## src/rtl/qmult_sched.sv

```systemverilog
// qmult_sched: round-robin scheduler sharing one combinational sign-magnitude qmult between NREQ requesters.
// Latency: accept in cycle 0, operands on mul1/mul2 from cycle 1, capture at end of cycle MUL_LAT, rsp_valid in cycle MUL_LAT+1.
// Backpressure: one operation in flight; req_ready stays low until the response handshake on rsp_ready[rsp_id] completes.
module qmult_sched #(
  parameter int N       = 16,
  parameter int Q       = 9,
  parameter int NREQ    = 4,
  parameter int MUL_LAT = 2
) (
  input  logic                      clk,
  input  logic                      rst_n,
  input  logic [NREQ-1:0]           req_valid,
  input  logic [NREQ*N-1:0]         req_a,
  input  logic [NREQ*N-1:0]         req_b,
  output logic [NREQ-1:0]           req_ready,
  output logic [N-1:0]              mul1,
  output logic [N-1:0]              mul2,
  input  logic [N-1:0]              mul_result,
  input  logic                      mul_ovr,
  output logic [NREQ-1:0]           rsp_valid,
  input  logic [NREQ-1:0]           rsp_ready,
  output logic [N-1:0]              rsp_data,
  output logic                      rsp_ovr,
  output logic [$clog2(NREQ)-1:0]   rsp_id,
  output logic                      busy,
  output logic                      ovr_sticky,
  input  logic                      clr_ovr
);

  localparam int IDW = $clog2(NREQ);

  // Parameter ranges the datapath and counter are sized for.
  if (NREQ < 2 || NREQ > 8) begin : g_bad_nreq
    $error("qmult_sched: NREQ must be in 2..8");
  end
  if (MUL_LAT < 1 || MUL_LAT > 15) begin : g_bad_lat
    $error("qmult_sched: MUL_LAT must be in 1..15");
  end
  if (Q < 0 || Q >= N) begin : g_bad_q
    $error("qmult_sched: Q must be in 0..N-1");
  end

  typedef enum logic [1:0] {
    S_IDLE = 2'd0,
    S_WAIT = 2'd1,
    S_RESP = 2'd2
  } state_t;

  state_t          state;
  state_t          state_nxt;
  logic [3:0]      cnt;
  logic [IDW-1:0]  last_grant;
  logic [IDW-1:0]  cur_id;
  logic [IDW-1:0]  gnt_idx;
  logic            gnt_vld;
  logic            accept;
  logic            capture;
  logic            rsp_done;

  // Rotating-priority search: first valid requester after the last one served, wrapping around.
  always_comb begin
    int cand;
    gnt_vld = 1'b0;
    gnt_idx = '0;
    cand    = 0;
    for (int k = 1; k <= NREQ; k++) begin
      cand = (int'(last_grant) + k) % NREQ;
      if (!gnt_vld && req_valid[cand[IDW-1:0]]) begin
        gnt_vld = 1'b1;
        gnt_idx = cand[IDW-1:0];
      end
    end
  end

  // Next-state and handshake outputs; grants are only offered while idle.
  always_comb begin
    state_nxt = state;
    req_ready = '0;
    rsp_valid = '0;
    accept    = 1'b0;
    capture   = 1'b0;
    rsp_done  = 1'b0;
    unique case (state)
      S_IDLE: begin
        if (gnt_vld) begin
          req_ready[gnt_idx] = 1'b1;
          accept             = 1'b1;
          state_nxt          = S_WAIT;
        end
      end
      S_WAIT: begin
        if (cnt == 4'd0) begin
          capture   = 1'b1;
          state_nxt = S_RESP;
        end
      end
      S_RESP: begin
        rsp_valid[cur_id] = 1'b1;
        if (rsp_ready[cur_id]) begin
          rsp_done  = 1'b1;
          state_nxt = S_IDLE;
        end
      end
      default: state_nxt = S_IDLE;
    endcase
  end

  // State register; reset aborts any operation in flight.
  always_ff @(posedge clk or negedge rst_n) begin
    if (!rst_n) begin
      state <= S_IDLE;
    end else begin
      state <= state_nxt;
    end
  end

  // Operand hold registers: loaded on accept, held until the next accept so the multiplier settles.
  always_ff @(posedge clk or negedge rst_n) begin
    if (!rst_n) begin
      mul1   <= '0;
      mul2   <= '0;
      cur_id <= '0;
    end else if (accept) begin
      mul1   <= req_a[int'(gnt_idx)*N +: N];
      mul2   <= req_b[int'(gnt_idx)*N +: N];
      cur_id <= gnt_idx;
    end
  end

  // Settle counter: counts MUL_LAT-1 down to 0 while waiting on the combinational multiplier.
  always_ff @(posedge clk or negedge rst_n) begin
    if (!rst_n) begin
      cnt <= '0;
    end else if (accept) begin
      cnt <= 4'(MUL_LAT - 1);
    end else if (state == S_WAIT && cnt != 4'd0) begin
      cnt <= cnt - 4'd1;
    end
  end

  // Response registers: written only at capture so they stay stable through and after the response.
  always_ff @(posedge clk or negedge rst_n) begin
    if (!rst_n) begin
      rsp_data <= '0;
      rsp_ovr  <= 1'b0;
      rsp_id   <= '0;
    end else if (capture) begin
      rsp_data <= mul_result;
      rsp_ovr  <= mul_ovr;
      rsp_id   <= cur_id;
    end
  end

  // Round-robin pointer advances only once the response has been taken.
  always_ff @(posedge clk or negedge rst_n) begin
    if (!rst_n) begin
      last_grant <= IDW'(NREQ - 1);
    end else if (rsp_done) begin
      last_grant <= cur_id;
    end
  end

  // Sticky overflow: a capture with overflow wins over a simultaneous clear.
  always_ff @(posedge clk or negedge rst_n) begin
    if (!rst_n) begin
      ovr_sticky <= 1'b0;
    end else if (capture && mul_ovr) begin
      ovr_sticky <= 1'b1;
    end else if (clr_ovr) begin
      ovr_sticky <= 1'b0;
    end
  end

  assign busy = (state != S_IDLE);

endmodule
```

## config.mk

```make
export PLATFORM = sky130hd
export DESIGN_NAME = qmult_sched
export DESIGN_NICKNAME = d
export VERILOG_FILES = /design/src/rtl/qmult_sched.sv
export SDC_FILE = /design/constraint.sdc
export NUM_CORES = 1
export LEC_CHECK = 0
export CORE_ASPECT_RATIO = 1.4
export CORE_MARGIN = 5
export CORE_UTILIZATION = 35
export CTS_BUF_LIST = sky130_fd_sc_hd__clkbuf_8 sky130_fd_sc_hd__clkbuf_16
export DETAILED_ROUTE_END_ITERATION = 6
export MAX_ROUTING_LAYER = met4
export PLACE_DENSITY = 0.82
export SETUP_SLACK_MARGIN = 0.1
export SLEW_MARGIN = 10
export SYNTH_ARGS = -nofsm -noshare
export SYNTH_HDL_FRONTEND = slang
export SYNTH_SLANG_ARGS = --single-unit
```

## constraint.sdc

```tcl
create_clock -name clk -period 2.1 [get_ports clk]
set_clock_uncertainty 0.2 [all_clocks]
set_input_delay 0.21 -clock clk [delete_from_list [all_inputs] [get_ports clk]]
set_output_delay 0.21 -clock clk [all_outputs]
set_load 0.02 [all_outputs]
```

==> impl_results.md <==
* Site Rows at 45
* Final Net Count at 776
* Worst Path Max Fanout at 12
* Initial antenna violation count at 0
* Combinational power share at 0.624
* Clock power share at 0.158
* Number of synthesized flops with an enable pin at 0
* RSZ-0062 raised after global routing: true
* Clock latency on the worst-skew pair at 0.33 ns
* Yosys top cell area share at 0.397
* DR pass1 iterations at 4
* Tot GR Track Use at 0.235
* Fin Hold WS at 0.163 ns
* Mean Syn Cell Area at 10.4 sq um
* Post-layout util at 0.661
* Largest area contributor in the netlist: dfrtp_1
* Core ar. at 10700 sq um
* First-pass GRT wire length at 23.6 mm
* Final setup vio count at 37
* Clock net sink count at 62
* Die area at 13000 sq um
* Clock Root Buffer: clkbuf_16
* Via/cell ratio at 5.38
* Crit end category: flop
* WS Path Type: flop to flop
* Cell Chain, Critical Path: buf_6, a21boi_0, o21ai_2, buf_4, a21oi_4, buf_6, buf_12, buf_12, o211ai_1, o211ai_1
* Initial DRC count at 116
* Grt ovf at 0
* Psw at 4.01 mW
* Period utilization at 1.08
* Synthesis-to-layout area growth at 86.9%
* Bufs on Longest Clock Path at 2
* Max_slew headroom at 0.679
* Fill cells at 881
* Critical path's slowest cell: dfstp_2
* Crit-path max cell delay at 0.58 ns
* Mapped Cells at 363
* Outcome: finished, violations left
* Via Count at 4113
* Synth Flop Type: dfrtp_1
* Distinct cells, synth at 46
* WL/cell at 20.0 microns
* Worst-Margin Slew at 0.482 ns
* Pin count of the biggest net entering global routing at 46
* Hold Crit Class: primary input to async pin
* Die Height at 133 microns
* Die Width at 97.9 microns
* Max VDD drop at 0.000812 V
* Final hold vios at 0
* Delay-heaviest family, CP: buffers and inverters
* Warnings from Yosys at 0
* Number of CTS-inserted buffers at 9
* Switching share of power at 0.401
* Remaining antenna violation count at 0
* Worst Path Arrival at 2.27 ns
* Crit path buffers/inverters at 5
* HPWL Detailed at 10.4 mm
* Post-route worst setup slack at -0.163 ns
* Tmin final at 2.26 ns
* DRC viols at 0
* Internal power at 5.99 mW
* Power Dens Cells at 1410 nW/um^2
* Top area cells in the synthesized netlist: dfrtp_1 40%, mux2_2 6.0%, mux2i_1 5.8%
* Post-Syn Nets at 521
* WL final at 15.3 mm
* CTS tree: yes
* Slew Viols, Final at 0
* Sequential area share after synthesis at 0.411
* Final RePlAce weighted congestion at 0.910
* H-tree levels at 3
* IO Count at 217
* Antenna Cells at 0
* Vias in the first global route at 4496
* Worst path required time at 2.10 ns
* Startpoint Class: flop
* Post-DP Area at 6270 sq um
* Asr flop ratio synth at 1.00
* IO buf count at 216
* Design area at 7070 sq um
* Reg power frac at 0.218
* Total power at 10.0 mW
* Clock slew at reported path FFs at 0.06 ns
* Maxcap violations at 0
* Synth Register Bits at 62
* Failing checks: negative setup slack
* Share of post-route cells with drive strength above 1 at 0.258
* Mapped Area at 3780 sq um
* Leakage at 2.83 nW
* Starting Density at 0.354
* Fmax at 0.442 GHz
-- layer usage --
metal	part of all wire	up-vias	GRT usage
li1	-	1876	-
met1	0.38	2003	0.259
met2	0.51	197	0.390
met3	0.088	37	0.0786
met4	0.026	0	0.0962
met5	0	-	-
-- cell usage in the layout (no fill, tap or decap), drive strengths merged, types with 2 or more instances in the layout --
cell type	count
inv	7
buf	63
a31oi	21
and3	2
clkbuf	12
ha	2
nand2	13
nor3b	2
dfstp	2
and2	22
a21boi	12
clkinv	2
nor2b	4
nor3	25
mux2	20
a211oi	12
bufinv	2
mux2i	22
clkdlybuf4s50	207
a21o	3
o2bb2ai	11
o21ai	6
or2	2
nand2b	5
xor2	2
a21oi	3
dfrtp	60
o211ai	42
nor2	23
o22a	2
-- timing repair --
item | 4_1_cts | 5_1_grt
gates cloned | 5 | 0
pin swaps | 34 | 33
gates resized for setup | 73 | 34
setup buffers | 15 | 10
endpoints found under the hold margin | 17 | 0
endpoints found under the setup margin | 41 | 57
hold buffers | 1 | 0
-- worst register-to-register path, cell delays in order (launching register included) --
cell and delay (ns):
dfstp_2 0.58, buf_6 0.15, a21boi_0 0.12, o21ai_2 0.15
buf_4 0.25, a21oi_4 0.09, buf_6 0.14, buf_12 0.12
buf_12 0.13, o211ai_1 0.09, o211ai_1 0.12
-- synthesized netlist by cell type (all sizes together) (13+ instances only) --
cell and count:
buf 19, nor2 23, mux2 20, mux2i 22, dfrtp 60, a31oi 21
nand2 13, and2 22, nor3 25, o211ai 42
-- cells by family after synthesis --
group | Yosys count | share of synthesized area
AND/OR/NAND/NOR | 101 | 0.138
flip-flops | 62 | 0.411
AO/OA/AOI/OAI | 116 | 0.258
buffers and inverters | 36 | 0.0565
XOR/XNOR | 3 | 0.00694
multiplexers | 43 | 0.124
adder cells (fa/ha/maj) | 2 | 0.00661
-- power groups by stage --
| stage | clock network (mW) | logic, mW | registers [mW] |
|---|---|---|---|
| floorplan | 0 | 2.52 | 2.75 |
| global placement | 0 | 5.26 | 2.15 |
| detailed placement | 0 | 5.38 | 2.19 |
| CTS | 1.61 | 6.19 | 2.17 |
| global route | 1.68 | 6.62 | 2.25 |
| finish | 1.58 | 6.24 | 2.18 |
-- area by class of cell --
type	instances	area [sq um]	share of cell area
repair buffers	275	2800	0.396
clock inverters	7	92.6	0.0131
multi-input cells	265	2200	0.312
flip-flops and latches	62	1550	0.220
clock buffers	9	225	0.0318
well taps	141	176	0.0249
inverters	5	18.8	0.00265
-- path summary, 6_finish.rpt --
check	startpoint	endpoint	slack [ns]	depth (start not counted)
max	last_grant[1]	mul2[7]	-0.16	10
max in group asynchronous	rst_n	last_grant[0]	0.88	3
min reg2reg	rsp_ovr	rsp_ovr	0.28	2
min in group clk	clr_ovr	ovr_sticky	0.24	2
max reg2reg	last_grant[1]	mul2[7]	-0.16	10
min	rst_n	mul1[8]	0.16	2
-- through the flow --
stage               worst slack, ns  instances  TNS (ns)
floorplan                    0.0919        363         0
global placement             -0.559        725     -9.58
detailed placement           -0.584        725    -12.19
CTS                          -0.134        762     -2.49
global route                 -0.242        764     -6.55
finish                       -0.163        764     -3.64
-- registers in the layout, summed over array words and instances, names as in the netlist --
signal      flops
cur_id          2
rsp_data       16
last_grant      2
cnt             4
ovr_sticky      1
rsp_ovr         1
state           2
rsp_id          2
mul1           16
mul2           16
No activity file was read; power rests on OpenSTA's default activity.
